--- src/rtl/fetch_sequencer.sv ---
// Instruction-fetch controller: walks the ROM from fetch_pc, buffers {pc, word} in a small
// prefetch FIFO and presents the head to decode over valid/ready, with redirect flush.
//
//  state    | meaning
//  ---------+---------------------------------------------------------------
//  ST_IDLE  | fetching paused; FIFO may still drain to the core
//  ST_FETCH | one ROM word pushed per cycle while the FIFO has room
//  ST_ERR   | misaligned redirect seen; no fetch until an aligned redirect
module fetch_sequencer #(
  parameter int                    DATA_WIDTH = 32,
  parameter int                    ADDR_WIDTH = 8,
  parameter int                    DEPTH      = 2,
  parameter logic [ADDR_WIDTH-1:0] RESET_PC   = '0
) (
  input  logic                    clk,
  input  logic                    rst_n,
  input  logic                    enable,
  output logic [ADDR_WIDTH-1:0]   rom_addr,
  input  logic [DATA_WIDTH-1:0]   rom_data,
  output logic                    instr_valid,
  input  logic                    instr_ready,
  output logic [DATA_WIDTH-1:0]   instr,
  output logic [ADDR_WIDTH-1:0]   instr_pc,
  input  logic                    redirect_valid,
  input  logic [ADDR_WIDTH-1:0]   redirect_pc,
  output logic                    fetch_err,
  output logic [1:0]              state,
  output logic [$clog2(DEPTH):0]  fifo_count
);

  localparam int PTR_W = $clog2(DEPTH);
  localparam int CNT_W = $clog2(DEPTH) + 1;
  localparam logic [CNT_W-1:0] FULL = CNT_W'(DEPTH);

  typedef enum logic [1:0] {
    ST_IDLE  = 2'd0,
    ST_FETCH = 2'd1,
    ST_ERR   = 2'd2
  } state_t;

  state_t                 state_q, state_d;
  logic [ADDR_WIDTH-1:0]  fetch_pc_q, fetch_pc_d;
  logic                   err_q, err_d;
  logic [CNT_W-1:0]       count_q, count_d;
  logic [PTR_W-1:0]       wr_ptr_q, wr_ptr_d;
  logic [PTR_W-1:0]       rd_ptr_q, rd_ptr_d;
  logic                   pop, push;

  logic [DATA_WIDTH-1:0]  data_mem [DEPTH];
  logic [ADDR_WIDTH-1:0]  pc_mem   [DEPTH];

  always_ff @(posedge clk) begin
    if (!rst_n) begin
      state_q    <= ST_IDLE;
      fetch_pc_q <= RESET_PC;
      err_q      <= 1'b0;
      count_q    <= '0;
      wr_ptr_q   <= '0;
      rd_ptr_q   <= '0;
    end else begin
      state_q    <= state_d;
      fetch_pc_q <= fetch_pc_d;
      err_q      <= err_d;
      count_q    <= count_d;
      wr_ptr_q   <= wr_ptr_d;
      rd_ptr_q   <= rd_ptr_d;
    end
  end

  // Storage needs no reset: outputs are masked whenever the FIFO is empty.
  always_ff @(posedge clk) begin
    if (rst_n && push) begin
      data_mem[wr_ptr_q] <= rom_data;
      pc_mem[wr_ptr_q]   <= fetch_pc_q;
    end
  end

  always_comb begin
    state_d    = state_q;
    fetch_pc_d = fetch_pc_q;
    err_d      = err_q;
    count_d    = count_q;
    wr_ptr_d   = wr_ptr_q;
    rd_ptr_d   = rd_ptr_q;

    pop  = (count_q != '0) && instr_ready && !redirect_valid;
    push = (state_q == ST_FETCH) && !redirect_valid && ((count_q < FULL) || pop);

    if (redirect_valid) begin
      // Flush drops the presented head even if the core is ready for it.
      count_d  = '0;
      wr_ptr_d = '0;
      rd_ptr_d = '0;
      if (redirect_pc[1:0] == 2'b00) begin
        fetch_pc_d = redirect_pc;
        err_d      = 1'b0;
        state_d    = enable ? ST_FETCH : ST_IDLE;
      end else begin
        err_d   = 1'b1;
        state_d = ST_ERR;
      end
    end else begin
      if (pop) begin
        rd_ptr_d = rd_ptr_q + PTR_W'(1);
      end
      if (push) begin
        wr_ptr_d   = wr_ptr_q + PTR_W'(1);
        fetch_pc_d = fetch_pc_q + ADDR_WIDTH'(4);
      end
      count_d = count_q + CNT_W'(push) - CNT_W'(pop);
      case (state_q)
        ST_IDLE:  if (enable)  state_d = ST_FETCH;
        ST_FETCH: if (!enable) state_d = ST_IDLE;
        ST_ERR:   state_d = ST_ERR;
        default:  state_d = ST_IDLE;
      endcase
    end
  end

  assign rom_addr    = fetch_pc_q;
  assign instr_valid = (count_q != '0);
  assign instr       = instr_valid ? data_mem[rd_ptr_q] : '0;
  assign instr_pc    = instr_valid ? pc_mem[rd_ptr_q] : '0;
  assign fetch_err   = err_q;
  assign state       = state_q;
  assign fifo_count  = count_q;

endmodule

--- config.mk ---
export PLATFORM = sky130hd
export DESIGN_NAME = fetch_sequencer
export DESIGN_NICKNAME = d
export VERILOG_FILES = /design/src/rtl/fetch_sequencer.sv
export SDC_FILE = /design/constraint.sdc
export NUM_CORES = 1
export LEC_CHECK = 0
export ABC_AREA = 1
export BUFFER_PORTS_ARGS = -buffer_cell sky130_fd_sc_hd__buf_2
export CORE_UTILIZATION = 30
export DETAILED_ROUTE_END_ITERATION = 8
export PLACE_DENSITY = 0.47
export REMOVE_ABC_BUFFERS = 1
export SYNTH_ARGS = -nofsm -noshare
export SYNTH_HDL_FRONTEND = slang
export SYNTH_SLANG_ARGS = --single-unit
--- constraint.sdc ---
create_clock -name clk -period 6.55 [get_ports clk]
set_input_delay 1.31 -clock clk [delete_from_list [all_inputs] [get_ports clk]]
set_output_delay 1.31 -clock clk [all_outputs]
set_load 0.005 [all_outputs]
==> tab_implementation.tex, run 1 <==
\begin{tabular}{lr}
\hline
Metric & Value \\
\hline
\multicolumn{2}{l}{\textbf{Synth}} \\
Post-synth design cell area & 3790 µm² \\
Post-Syn Instances & $\sim$340 \\
Share of the yosys chip area belonging to registers & between 70\% and 80\% \\
Post-synthesis sequential element count & 96 \\
Count of different cell masters after synthesis & 21 \\
Post-Syn Area per Cell & 11.3 µm² \\
Yosys synthesis warning count & 0 \\
\multicolumn{2}{l}{\textbf{Route}} \\
Uppermost signal routing layer after detailed routing & met5 \\
Mean routed wirelength per cell & about 13 µm \\
Routed wire length & between 8000 and 9000 µm \\
Overall via count from detail\_route & between 2000 and 3000 \\
Met1 WL & approximately 3800 µm \\
Number of vias per cell & $\sim$4.3 \\
Amount of wire on met3 after detailed routing & 484 µm \\
DR iter-0 viols & approximately 110 \\
Detailed-router iteration count before antenna repair & 6 \\
Number of nets with antenna violations after routing & 0 \\
Number of design rule violations left after detail routing & 0 \\
Routed wire length on met2 & about 3700 µm \\
\multicolumn{2}{l}{\textbf{STA}} \\
Final min period & 3.57 ns \\
Worst rel slew slack & 46.9\% \\
Hold Violations, Final & 0 \\
Worst Hold Slack & roughly 0.46 ns \\
Slew at the pin closest to its max-slew limit & between 0.7 and 0.8 ns \\
Clock tree skew after final layout & roughly 0.0064 ns \\
Total negative setup slack & 0 ns \\
Max-slew violation total from the final report & 0 \\
Setup slack of the critical path after layout & approximately 3.0 ns \\
Part of the cycle the worst path needs & 54.5\% \\
Final setup vio count & 0 \\
Unrepaired setup endpoints after global routing & no \\
Max Clk Rate & between 0.2 and 0.3 GHz \\
\multicolumn{2}{l}{\textbf{Layout}} \\
Layout cell share with drive strength beyond 1 & about 29\% \\
Nets & 481 \\
Commonest cells after routing, fill and taps aside & sky130\_fd\_sc\_hd\_\_nand2\_1 (107), sky130\_fd\_sc\_hd\_\_buf\_2 (98), sky130\_fd\_sc\_hd\_\_edfxtp\_1 (80) \\
Synthesis-to-finish area growth & 25.0\% \\
Commonest non-fill, non-tap cell in the layout & sky130\_fd\_sc\_hd\_\_nand2\_1 \\
Antenna Diode Count & 0 \\
\multicolumn{2}{l}{\textbf{CTS}} \\
Number of clock sinks & 96 \\
Number of CTS-inserted buffers & 9 \\
Clk pin slew, worst setup/hold paths & around 0.060 ns \\
Resized Gates After CTS & 0 \\
Number of buffers inserted for hold repair after clock tree synthesis & 0 \\
Level count of the clock H-tree & 3 \\
TritonCTS clock tree & built \\
Root buffer selected by CTS & sky130\_fd\_sc\_hd\_\_clkbuf\_16 \\
Setup fix buffers added after clock tree synthesis & 0 \\
Clock buffer depth & 2 \\
Clock Latency Late Sink & 0.33 ns \\
\multicolumn{2}{l}{\textbf{Die}} \\
I/O pin count & just under 100 \\
Number of rows in the core area & 40 \\
Horizontal extent of the die & 114 µm \\
Core Footprint & 12200 µm² \\
Total Die Area & around 13000 µm² \\
Vert. Die Dim & between 100 and 150 µm \\
Starting Density & 31.1\% \\
\multicolumn{2}{l}{\textbf{Worst setup path}} \\
Critical path launch point type & register \\
Delay of the slowest critical-path stage & 0.85 ns \\
Critical path type & reg2out \\
Ordered list of cells on the worst path & inv\_1 > buf\_4 > nand2\_1 > a21oi\_1 > buf\_2 \\
Data required time of the critical path & 5.24 ns \\
Slowest cell on the critical path & sky130\_fd\_sc\_hd\_\_dfxtp\_2 \\
Worst reg2reg setup slack & 4.66 ns \\
Worst EP arrival & 2.26 ns \\
Top fanout value on the critical path & $\sim$40 \\
Kind of capture point of the worst setup path & output pin \\
\multicolumn{2}{l}{\textbf{GRT}} \\
Global-route wire length before repair & about 13000 µm \\
Via count of the first global-routing pass & 2542 \\
Largest net degree at the start of global routing & 42 \\
Overflow left after global routing & 0 \\
Antenna violations before repair & 1 \\
GRT Overall Usage & 13.0\% \\
\multicolumn{2}{l}{\textbf{Pwr}} \\
Share of power burned in registers & $\sim$55\% \\
Internal power summed over all cells & 980 µW \\
P per Cell Area & around 260 nW/µm² \\
Clock network fraction of total power & between 40\% and 50\% \\
Switching power as a share of total power & 20.1\% \\
Combinational share of power & a little under 4\% \\
Leak & just under 0.002 µW \\
Switching power of the nets & 246 µW \\
VDD IR-drop max & approximately 0.098 mV \\
\multicolumn{2}{l}{\textbf{Placed design}} \\
HPWL after DPL & about 5300 µm \\
Minimum setup slack after placement & 3.29 ns \\
Port buffer count & 98 \\
Routability congestion estimate & between 0.7 and 0.8 \\
\multicolumn{2}{l}{\textbf{Job}} \\
Number of violations of the max-capacitance limit & 0 \\
\multicolumn{2}{l}{\textbf{Run status}} \\
Outcome & complete, no violations \\
\multicolumn{2}{l}{\textbf{Hold path}} \\
Class of the tightest hold or removal check & reg2reg \\
\hline
\end{tabular}
state kept, by name (all words and copies together) (netlist names), named ones only:
| signal | count |
|---|---|
| rd_ptr_q | 1 |
| data_mem | 64 |
| wr_ptr_q | 1 |
| pc_mem | 16 |
| rom_addr | 8 |
| fetch_err | 1 |
| fifo_count | 2 |
| state | 2 |
critical path, delay by kind of cell (launching register included):
family	cells	cell delay, ns
flip-flops	1	0.85
AND/OR/NAND/NOR	1	0.10
buffers and inverters	3	0.86
AO/OA/AOI/OAI	1	0.08
worst paths after layout:
| check | start | to | cells after the start |
|---|---|---|---|
| setup / recovery | register | instr[1] | 5 |
| hold / removal | rom_addr[0] | rom_addr[0] | 2 |
| setup reg to reg | fifo_count[1] | fifo_count[1] | 9 |
| hold reg to reg | rom_addr[0] | rom_addr[0] | 2 |
layout make-up:
type | count | area, µm²
multi-input combinational | 205 | 926
tap | 168 | 210
timing repair buffer | 101 | 513
clock buffer | 9 | 225
fill | 1234 | 7430
sequential | 96 | 2720
clock inverter | 7 | 62.6
inverter | 20 | 75.1
cells by family after synthesis:
group | after synthesis | synth area share [%]
simple gates | 144 | 15.3
flops | 96 | 71.9
compound gates | 57 | 7.63
buf+inv | 35 | 3.93
fa+ha+maj | 3 | 0.991
xor+xnor | 1 | 0.231
cells in the mapped netlist (all sizes together):
cell | instances | area share (%)
nand2 | 109 | 11
edfxtp | 80 | 63
a21oi | 47 | 6.2
nor2 | 21 | 2.1
inv | 20 | 2.0
dfxtp | 16 | 8.5
buf | 13 | 1.7
o21ai | 10 | 1.4
nand3 | 8 | 1.1
ha | 3 | 0.99
or2 | 3 | 0.56
clkbuf | 2 | 0.23
nor3 | 2 | 0.26
nand4 | 1 | 0.17
xnor2 | 1 | 0.23
layer usage:
layer | track usage, % | vias to the layer above
met1 | 16.0 | 1185
met3 | 3.71 | 12
li1 | - | 1334
met2 | 21.1 | 79
met5 | 0 | -
met4 | 5.97 | 2
power groups by stage:
stage	registers [µW]	clock network (µW)	logic (µW)
finish	674	505	47.4
global route	675	545	54.7
CTS	674	522	48.5
detailed placement	687	0	48.3
global placement	687	0	47.2
floorplan	686	0	19.1
stage by stage:
step / utilization [%] / cells / total power (µW) / instance area (µm²)
2_1_floorplan: - / 321 / 705 / 3710
3_3_place_gp: 36.6 / 590 / 735 / 4450
3_5_place_dp: 36.6 / 590 / 736 / 4450
4_1_cts: 38.9 / 606 / 1240 / 4740
5_1_grt: 38.9 / 606 / 1270 / 4740
6_report: 38.9 / 606 / 1230 / 4740
Note: power is estimated with default switching activity, not from simulation.
==> run 2: changes to the inputs <==
--- a/config.mk
+++ b/config.mk
@@ -5,11 +5,11 @@
 export SDC_FILE = /design/constraint.sdc
 export NUM_CORES = 1
 export LEC_CHECK = 0
-export ABC_AREA = 1
+export ABC_AREA = 0
 export BUFFER_PORTS_ARGS = -buffer_cell sky130_fd_sc_hd__buf_2
 export CORE_UTILIZATION = 30
 export DETAILED_ROUTE_END_ITERATION = 8
-export PLACE_DENSITY = 0.47
+export PLACE_DENSITY = 0.49
 export REMOVE_ABC_BUFFERS = 1
 export SYNTH_ARGS = -nofsm -noshare
 export SYNTH_HDL_FRONTEND = slang
==> constraint.sdc (replaced) <==
create_clock -name clk -period 2.98 [get_ports clk]
set_input_delay 0.596 -clock clk [delete_from_list [all_inputs] [get_ports clk]]
set_output_delay 0.596 -clock clk [all_outputs]
set_load 0.005 [all_outputs]
==> run 2 against run 1 <==
  * Flip-flop and latch count is the same
  * Sequential power grew 120%
  * Synthesized cell count shrank 24%
  * Hold slack lost 0.015 ns
  * Clock skew is essentially flat
  * Global-route usage shrank 0.72 points
  * Critical path depth shrank 1
  * Combinational power grew 110%
  * Largest power group unchanged
==> tab_implementation.tex, run 2 <==
\begin{tabular}{lr}
\hline
Metric & Value \\
\hline
\multicolumn{2}{l}{\textbf{Layout}} \\
Nets & about 400 \\
Non-Filler Cell Area, Final & 4790 µm² \\
Commonest non-fill, non-tap cell in the layout & sky130\_fd\_sc\_hd\_\_buf\_2 \\
Antenna Diode Count & 0 \\
Synthesis-to-finish area growth & 27.8\% \\
Non-filler cells, final & 529 \\
Commonest cells after routing, fill and taps aside & sky130\_fd\_sc\_hd\_\_buf\_2 (98), sky130\_fd\_sc\_hd\_\_edfxtp\_1 (80), sky130\_fd\_sc\_hd\_\_nor2\_1 (51) \\
Layout cell share with drive strength beyond 1 & between 30\% and 40\% \\
Number of flip-flops under the largest register name & between 60 and 70 \\
Reg with most FFs & data\_mem \\
\multicolumn{2}{l}{\textbf{Worst setup path}} \\
Family with the most delay on the worst path & flip-flops \\
Sum of buffers and inverters on the critical path & 2 \\
Kind of capture point of the worst setup path & output pin \\
Critical path type & reg2out \\
Slowest cell on the critical path & sky130\_fd\_sc\_hd\_\_dfxtp\_2 \\
Worst EP arrival & 1.79 ns \\
Ordered list of cells on the worst path & buf\_12 > mux2i\_1 > nor2\_1 > buf\_2 \\
Delay of the slowest critical-path stage & 0.70 ns \\
Critical path launch point type & register \\
Data required time of the critical path & between 2 and 2.5 ns \\
Top fanout value on the critical path & 24 \\
\multicolumn{2}{l}{\textbf{CTS}} \\
Number of buffers inserted for hold repair after clock tree synthesis & 0 \\
Level count of the clock H-tree & 3 \\
TritonCTS clock tree & built \\
Clk pin slew, worst setup/hold paths & $\sim$0.060 ns \\
Setup fix buffers added after clock tree synthesis & 0 \\
Clock buffer depth & 2 \\
Clock Latency Late Sink & 0.33 ns \\
Resized Gates After CTS & 0 \\
Number of CTS-inserted buffers & 9 \\
Root buffer selected by CTS & sky130\_fd\_sc\_hd\_\_clkbuf\_16 \\
Number of clock sinks & 96 \\
\multicolumn{2}{l}{\textbf{GRT}} \\
Largest net degree at the start of global routing & 41 \\
Global-route met2 utilization & between 10\% and 20\% \\
GRT Overall Usage & between 10 and 15\% \\
Via count of the first global-routing pass & around 2300 \\
Global-route track usage on met3 & between 2 and 3\% \\
Overflow left after global routing & 0 \\
Global-route wire length before repair & between 10000 and 15000 µm \\
Antenna violations before repair & 0 \\
Busiest grt layer & met2 \\
Met1 layer usage reported by global route & between 10\% and 20\% \\
\multicolumn{2}{l}{\textbf{Route}} \\
Number of nets with antenna violations after routing & 0 \\
Mean routed wirelength per cell & between 10 and 15 µm \\
Overall via count from detail\_route & between 2000 and 2500 \\
Number of vias per cell & between 4 and 5 \\
Routed wire length & 7500 µm \\
DR iter-0 viols & 40 \\
Number of design rule violations left after detail routing & 0 \\
Detailed-router iteration count before antenna repair & 4 \\
\multicolumn{2}{l}{\textbf{Placed design}} \\
Port buffer count & 98 \\
Instance area after placement & 4490 µm² \\
Routability congestion estimate & roughly 0.77 \\
Number of placed instances, taps included & around 500 \\
HPWL after DPL & 4790 µm \\
\multicolumn{2}{l}{\textbf{Pwr}} \\
Share of power burned in registers & 54.3\% \\
Internal power summed over all cells & 2210 µW \\
VDD IR-drop max & slightly above 0.2 mV \\
Combinational share of power & approximately 3.6\% \\
Switching power of the nets & 508 µW \\
P per Cell Area & roughly 570 nW/µm² \\
Clock network fraction of total power & a little over two fifths \\
Leak & 0.00184 µW \\
Switching power as a share of total power & between 10\% and 20\% \\
\multicolumn{2}{l}{\textbf{Synth}} \\
Share of the yosys chip area belonging to registers & between 70\% and 80\% \\
Cell taking the most area after synthesis & sky130\_fd\_sc\_hd\_\_edfxtp\_1 \\
Post-synth design cell area & between 3000 and 4000 µm² \\
Post-Syn Area per Cell & 14.7 µm² \\
Number of enable-type register cells in the synthesized netlist & 80 \\
Most used flip-flop cell after synthesis & sky130\_fd\_sc\_hd\_\_edfxtp\_1 \\
Most common cell in the synthesized netlist & sky130\_fd\_sc\_hd\_\_edfxtp\_1 \\
Leading cell types by count after synthesis & sky130\_fd\_sc\_hd\_\_edfxtp\_1 (80), sky130\_fd\_sc\_hd\_\_nor2\_1 (52), sky130\_fd\_sc\_hd\_\_mux2i\_1 (42) \\
Post-synthesis sequential element count & 96 \\
Area share of the largest cell type after synthesis & 64.1\% \\
Count of different cell masters after synthesis & 34 \\
Post-Syn Instances & 254 \\
Area contributors post-synth & sky130\_fd\_sc\_hd\_\_edfxtp\_1 (64\%), sky130\_fd\_sc\_hd\_\_mux2i\_1 (11\%), sky130\_fd\_sc\_hd\_\_dfxtp\_1 (8.6\%) \\
Yosys synthesis warning count & 0 \\
Share of async-settable or async-resettable flops after synthesis & 0\% \\
\multicolumn{2}{l}{\textbf{STA}} \\
Final min period & between 2 and 2.5 ns \\
Max-slew violation total from the final report & 0 \\
Part of the cycle the worst path needs & 79.9\% \\
Max Clk Rate & 0.420 GHz \\
Hold Violations, Final & 0 \\
Final setup vio count & 0 \\
Clock tree skew after final layout & $\sim$0.0063 ns \\
Unrepaired setup endpoints after global routing & no \\
Worst rel slew slack & roughly 52\% \\
Slew at the pin closest to its max-slew limit & slightly above 0.7 ns \\
\multicolumn{2}{l}{\textbf{Die}} \\
Number of rows in the core area & 40 \\
Starting Density & 30.9\% \\
I/O pin count & between 90 and 100 \\
Total Die Area & approximately 13000 µm² \\
Horizontal extent of the die & about 110 µm \\
Vert. Die Dim & 114 µm \\
Core Footprint & 12100 µm² \\
\multicolumn{2}{l}{\textbf{Job}} \\
Number of violations of the max-capacitance limit & 0 \\
\multicolumn{2}{l}{\textbf{Hold path}} \\
Class of the tightest hold or removal check & in2reg \\
\multicolumn{2}{l}{\textbf{Run status}} \\
Outcome & complete, no violations \\
\hline
\end{tabular}
==> run 2: power by group through the flow <==
stage | sequential, µW | combinational [µW] | clock [µW]
final | 1480 | 97.4 | 1140
after global routing | 1480 | 110 | 1230
after CTS | 1470 | 99.1 | 1180
after detailed placement | 1500 | 98.7 | 0
after global placement | 1500 | 96.4 | 0
after floorplan | 1500 | 35.4 | 0
==> run 2: kinds of logic after synthesis <==
group | after synthesis | share of synthesized area (%)
buffers and inverters | 17 | 1.84
and+or+nand+nor | 76 | 9.02
DFF | 96 | 72.7
adders and majority gates | 3 | 1.00
AOI/OAI and AO/OA | 15 | 2.97
muxes | 43 | 11.5
xor gates and xnor gates | 4 | 0.936
==> run 2: cell type report <==
class | count | area, µm²
Sequential cell | 96 | 2720
Clock inverter | 2 | 36.3
Timing Repair Buffer | 102 | 558
Inverter | 6 | 22.5
Multi-Input combinational cell | 141 | 971
Fill cell | 1170 | 7330
Clock buffer | 14 | 264
Tap cell | 168 | 210
==> run 2: worst paths after layout <==
check	from	endpoint	slack (ns)	cells past startpoint
setup reg to reg	state[1]	fifo_count[1]	1.24	8
hold reg to reg	fetch_err	fetch_err	0.48	2
setup / recovery	register	instr[8]	0.60	4
hold / removal	rom_data[8]	data_mem[0][8]	0.45	1
==> run 2: per-stage QoR <==
stage | utilization (%) | setup TNS [ns] | total power, µW | hold slack, ns | setup slack, ns
4_1_cts | 39.5 | 0 | 2760 | 0.429 | 0.540
5_1_grt | 39.5 | 0 | 2820 | 0.432 | 0.461
6_report | 39.5 | 0 | 2720 | 0.447 | 0.598
3_5_place_dp | 37.0 | 0 | 1600 | 0.471 | 0.720
3_3_place_gp | 37.0 | 0 | 1600 | 0.466 | 0.778
2_1_floorplan | - | -98.03 | 1540 | 0.461 | -1.23
==> run 2: layer usage <==
layer  vias up  routed length, µm
li1       1132                  -
met1      1117               3580
met2        77               3380
met3         9                389
met4         0                161
met5         -                  0
==> run 3: changes to the inputs <==
==> constraint.sdc (replaced) <==
create_clock -name clk -period 1.9 [get_ports clk]
set_input_delay 0.38 -clock clk [delete_from_list [all_inputs] [get_ports clk]]
set_output_delay 0.38 -clock clk [all_outputs]
set_load 0.005 [all_outputs]
==> run 3 against run 2 <==
  * Critical path type unchanged
  * Critical endpoint is now instr_pc[6]
  * Total power up 61%
  * Worst setup slack worse by 0.53 ns
  * Routed wire length up 4.2%
  * Combinational power up 64%
  * Clock power up 67%
  * Critical path depth unchanged
  * Die area unchanged
  * Largest cell class unchanged
==> tab_implementation.tex, run 3 (synthesis results as in run 2) <==
\begin{tabular}{lr}
\hline
Metric & Value \\
\hline
\multicolumn{2}{l}{\textbf{Placed design}} \\
Port buffer count & 98 \\
HPWL after DPL & approximately 4900 µm \\
Instance area after placement & roughly 4500 µm² \\
Number of placed instances, taps included & roughly 520 \\
Routability congestion estimate & 0.748 \\
\multicolumn{2}{l}{\textbf{Route}} \\
DR iter-0 viols & 90 \\
Overall via count from detail\_route & approximately 2300 \\
Number of nets with antenna violations after routing & 0 \\
Number of vias per cell & 4.34 \\
Detailed-router iteration count before antenna repair & 4 \\
Mean routed wirelength per cell & between 10 and 15 µm \\
Routed wire length & between 7000 and 8000 µm \\
Number of design rule violations left after detail routing & 0 \\
\multicolumn{2}{l}{\textbf{CTS}} \\
Root buffer selected by CTS & sky130\_fd\_sc\_hd\_\_clkbuf\_16 \\
Level count of the clock H-tree & 3 \\
Number of CTS-inserted buffers & 9 \\
Setup fix buffers added after clock tree synthesis & 0 \\
TritonCTS clock tree & built \\
Clock Latency Late Sink & around 0.33 ns \\
Number of clock sinks & 96 \\
Clock buffer depth & 2 \\
Clk pin slew, worst setup/hold paths & 0.07 ns \\
\multicolumn{2}{l}{\textbf{GRT}} \\
Global-route wire length before repair & between 10000 and 15000 µm \\
Overflow left after global routing & 0 \\
Largest net degree at the start of global routing & 41 \\
Antenna violations before repair & 0 \\
Via count of the first global-routing pass & about 2300 \\
GRT Overall Usage & between 10\% and 20\% \\
\multicolumn{2}{l}{\textbf{Worst setup path}} \\
Kind of capture point of the worst setup path & output pin \\
Top fanout value on the critical path & 20 \\
Critical path launch point type & register \\
Startpoint of the worst register-to-register path & fifo\_count[1] \\
Slowest cell on the critical path & sky130\_fd\_sc\_hd\_\_dfxtp\_2 \\
Sum of buffers and inverters on the critical path & 2 \\
R2r worst-path depth & 10 \\
Critical path type & reg2out \\
Ordered list of cells on the worst path & buf\_12 > mux2i\_2 > nor2\_1 > buf\_2 \\
Data required time of the critical path & about 1.5 ns \\
Worst EP arrival & 1.45 ns \\
Delay of the slowest critical-path stage & roughly 0.40 ns \\
Family with the most delay on the worst path & flip-flops \\
Endpoint of the worst register-to-register path & fifo\_count[1] \\
Worst reg2reg setup slack & 0.29 ns \\
\multicolumn{2}{l}{\textbf{Layout}} \\
Commonest non-fill, non-tap cell in the layout & sky130\_fd\_sc\_hd\_\_buf\_2 \\
Non-filler cells, final & roughly 530 \\
Reg with most FFs & data\_mem \\
Synthesis-to-finish area growth & 30.0\% \\
Antenna Diode Count & 0 \\
Nets & 408 \\
Layout cell share with drive strength beyond 1 & 36.7\% \\
Number of flip-flops under the largest register name & between 60 and 70 \\
Non-Filler Cell Area, Final & 4870 µm² \\
Commonest cells after routing, fill and taps aside & sky130\_fd\_sc\_hd\_\_buf\_2 (98), sky130\_fd\_sc\_hd\_\_edfxtp\_1 (80), sky130\_fd\_sc\_hd\_\_nor2\_1 (51) \\
\multicolumn{2}{l}{\textbf{Hold path}} \\
End point of the most critical hold path & data\_mem[1][0] \\
Hold path startpoint & rom\_data[0] \\
Class of the tightest hold or removal check & in2reg \\
Worst Hold Path Cells & 1 \\
\multicolumn{2}{l}{\textbf{Pwr}} \\
VDD IR-drop max & $\sim$0.35 mV \\
Leak & between 0.0015 and 0.002 µW \\
Internal power summed over all cells & between 3000 and 4000 µW \\
Share of power burned in registers & a little over half \\
Switching power of the nets & between 800 and 900 µW \\
Combinational share of power & about 3.7\% \\
P per Cell Area & 898 nW/µm² \\
Switching power as a share of total power & 19.2\% \\
Clock network fraction of total power & $\sim$43\% \\
\multicolumn{2}{l}{\textbf{Die}} \\
Horizontal extent of the die & about 110 µm \\
Vert. Die Dim & 114 µm \\
Total Die Area & 12900 µm² \\
Core Footprint & 12100 µm² \\
Starting Density & between 30 and 40\% \\
I/O pin count & 99 \\
Number of rows in the core area & 40 \\
\multicolumn{2}{l}{\textbf{STA}} \\
Unrepaired setup endpoints after global routing & yes \\
Final setup vio count & 0 \\
Part of the cycle the worst path needs & around 96\% \\
Max-slew violation total from the final report & 0 \\
Hold Violations, Final & 0 \\
Worst rel slew slack & $\sim$79\% \\
Max Clk Rate & 0.547 GHz \\
Clock tree skew after final layout & 0.00920 ns \\
Slew at the pin closest to its max-slew limit & about 0.31 ns \\
Final min period & 1.83 ns \\
\multicolumn{2}{l}{\textbf{Run status}} \\
Outcome & complete, no violations \\
\multicolumn{2}{l}{\textbf{Job}} \\
Number of violations of the max-capacitance limit & 0 \\
\hline
\end{tabular}
-- run 3: how the worst max path moves through the flow --
stage / end / slack (ns) / cells past startpoint
4_1_cts: instr_pc[4] / 0.02 / 4
3_3_place_gp: data_mem[1][23] / 0.12 / 6
6_report: instr_pc[6] / 0.07 / 4
5_1_grt: instr[27] / 0.0004 / 4
3_5_place_dp: data_mem[1][23] / 0.12 / 6
2_1_floorplan: data_mem[0][0] / -2.09 / 3
-- run 3: worst reg2reg max path, stage by stage, from the launching register on --
cell and delay (ns):
sky130_fd_sc_hd__dfxtp_2 0.35, sky130_fd_sc_hd__nor2_4 0.12, sky130_fd_sc_hd__inv_2 0.04, sky130_fd_sc_hd__nand2_1 0.10
sky130_fd_sc_hd__nor2_1 0.05, sky130_fd_sc_hd__ha_1 0.28, sky130_fd_sc_hd__inv_1 0.05, sky130_fd_sc_hd__ha_1 0.14
sky130_fd_sc_hd__xor2_1 0.17, sky130_fd_sc_hd__xnor2_1 0.13, sky130_fd_sc_hd__nor2_1 0.05
-- run 3: per-layer routing --
| metal | up-vias | track usage [%] | wire length, µm |
|---|---|---|---|
| met1 | 1070 | 16.5 | 3820 |
| li1 | 1143 | - | - |
| met3 | 7 | 2.76 | 492 |
| met2 | 91 | 18.5 | 3430 |
| met5 | - | 0 | 0 |
| met4 | 0 | 4.74 | 83 |
-- run 3: what timing repair did --
item                                    CTS  global route
endpoints found under the setup margin   40            15
cloned                                    0             1
hold buffers                              0             0
gates resized for setup                   1             4
-- run 3: power groups by stage --
stage | sequential (µW) | combinational, µW | clock, µW
2_1_floorplan | 2360 | 55.6 | 0
3_3_place_gp | 2360 | 159 | 0
3_5_place_dp | 2360 | 161 | 0
4_1_cts | 2310 | 162 | 1950
5_1_grt | 2310 | 179 | 2040
6_report | 2310 | 160 | 1900
-- run 3: layout make-up --
cell class / instances / area [µm²]
Multi-Input combinational cell: 141 / 978
Timing Repair Buffer: 106 / 612
Clock buffer: 10 / 229
Tap cell: 168 / 210
Fill cell: 1192 / 7240
Inverter: 6 / 22.5
Clock inverter: 6 / 90.1
Sequential cell: 96 / 2730
-- run 3: through the flow --
step / total power [µW] / worst slack [ns] / utilization, % / hold slack [ns] / TNS (ns)
after CTS: 4420 / 0.0230 / 39.9 / 0.225 / 0
after floorplan: 2410 / -2.09 / - / 0.461 / -183.83
after detailed placement: 2520 / 0.120 / 37.2 / 0.454 / 0
after global routing: 4540 / 0.000394 / 40.2 / 0.219 / 0
final: 4370 / 0.0707 / 40.2 / 0.239 / 0
after global placement: 2520 / 0.121 / 37.2 / 0.472 / 0
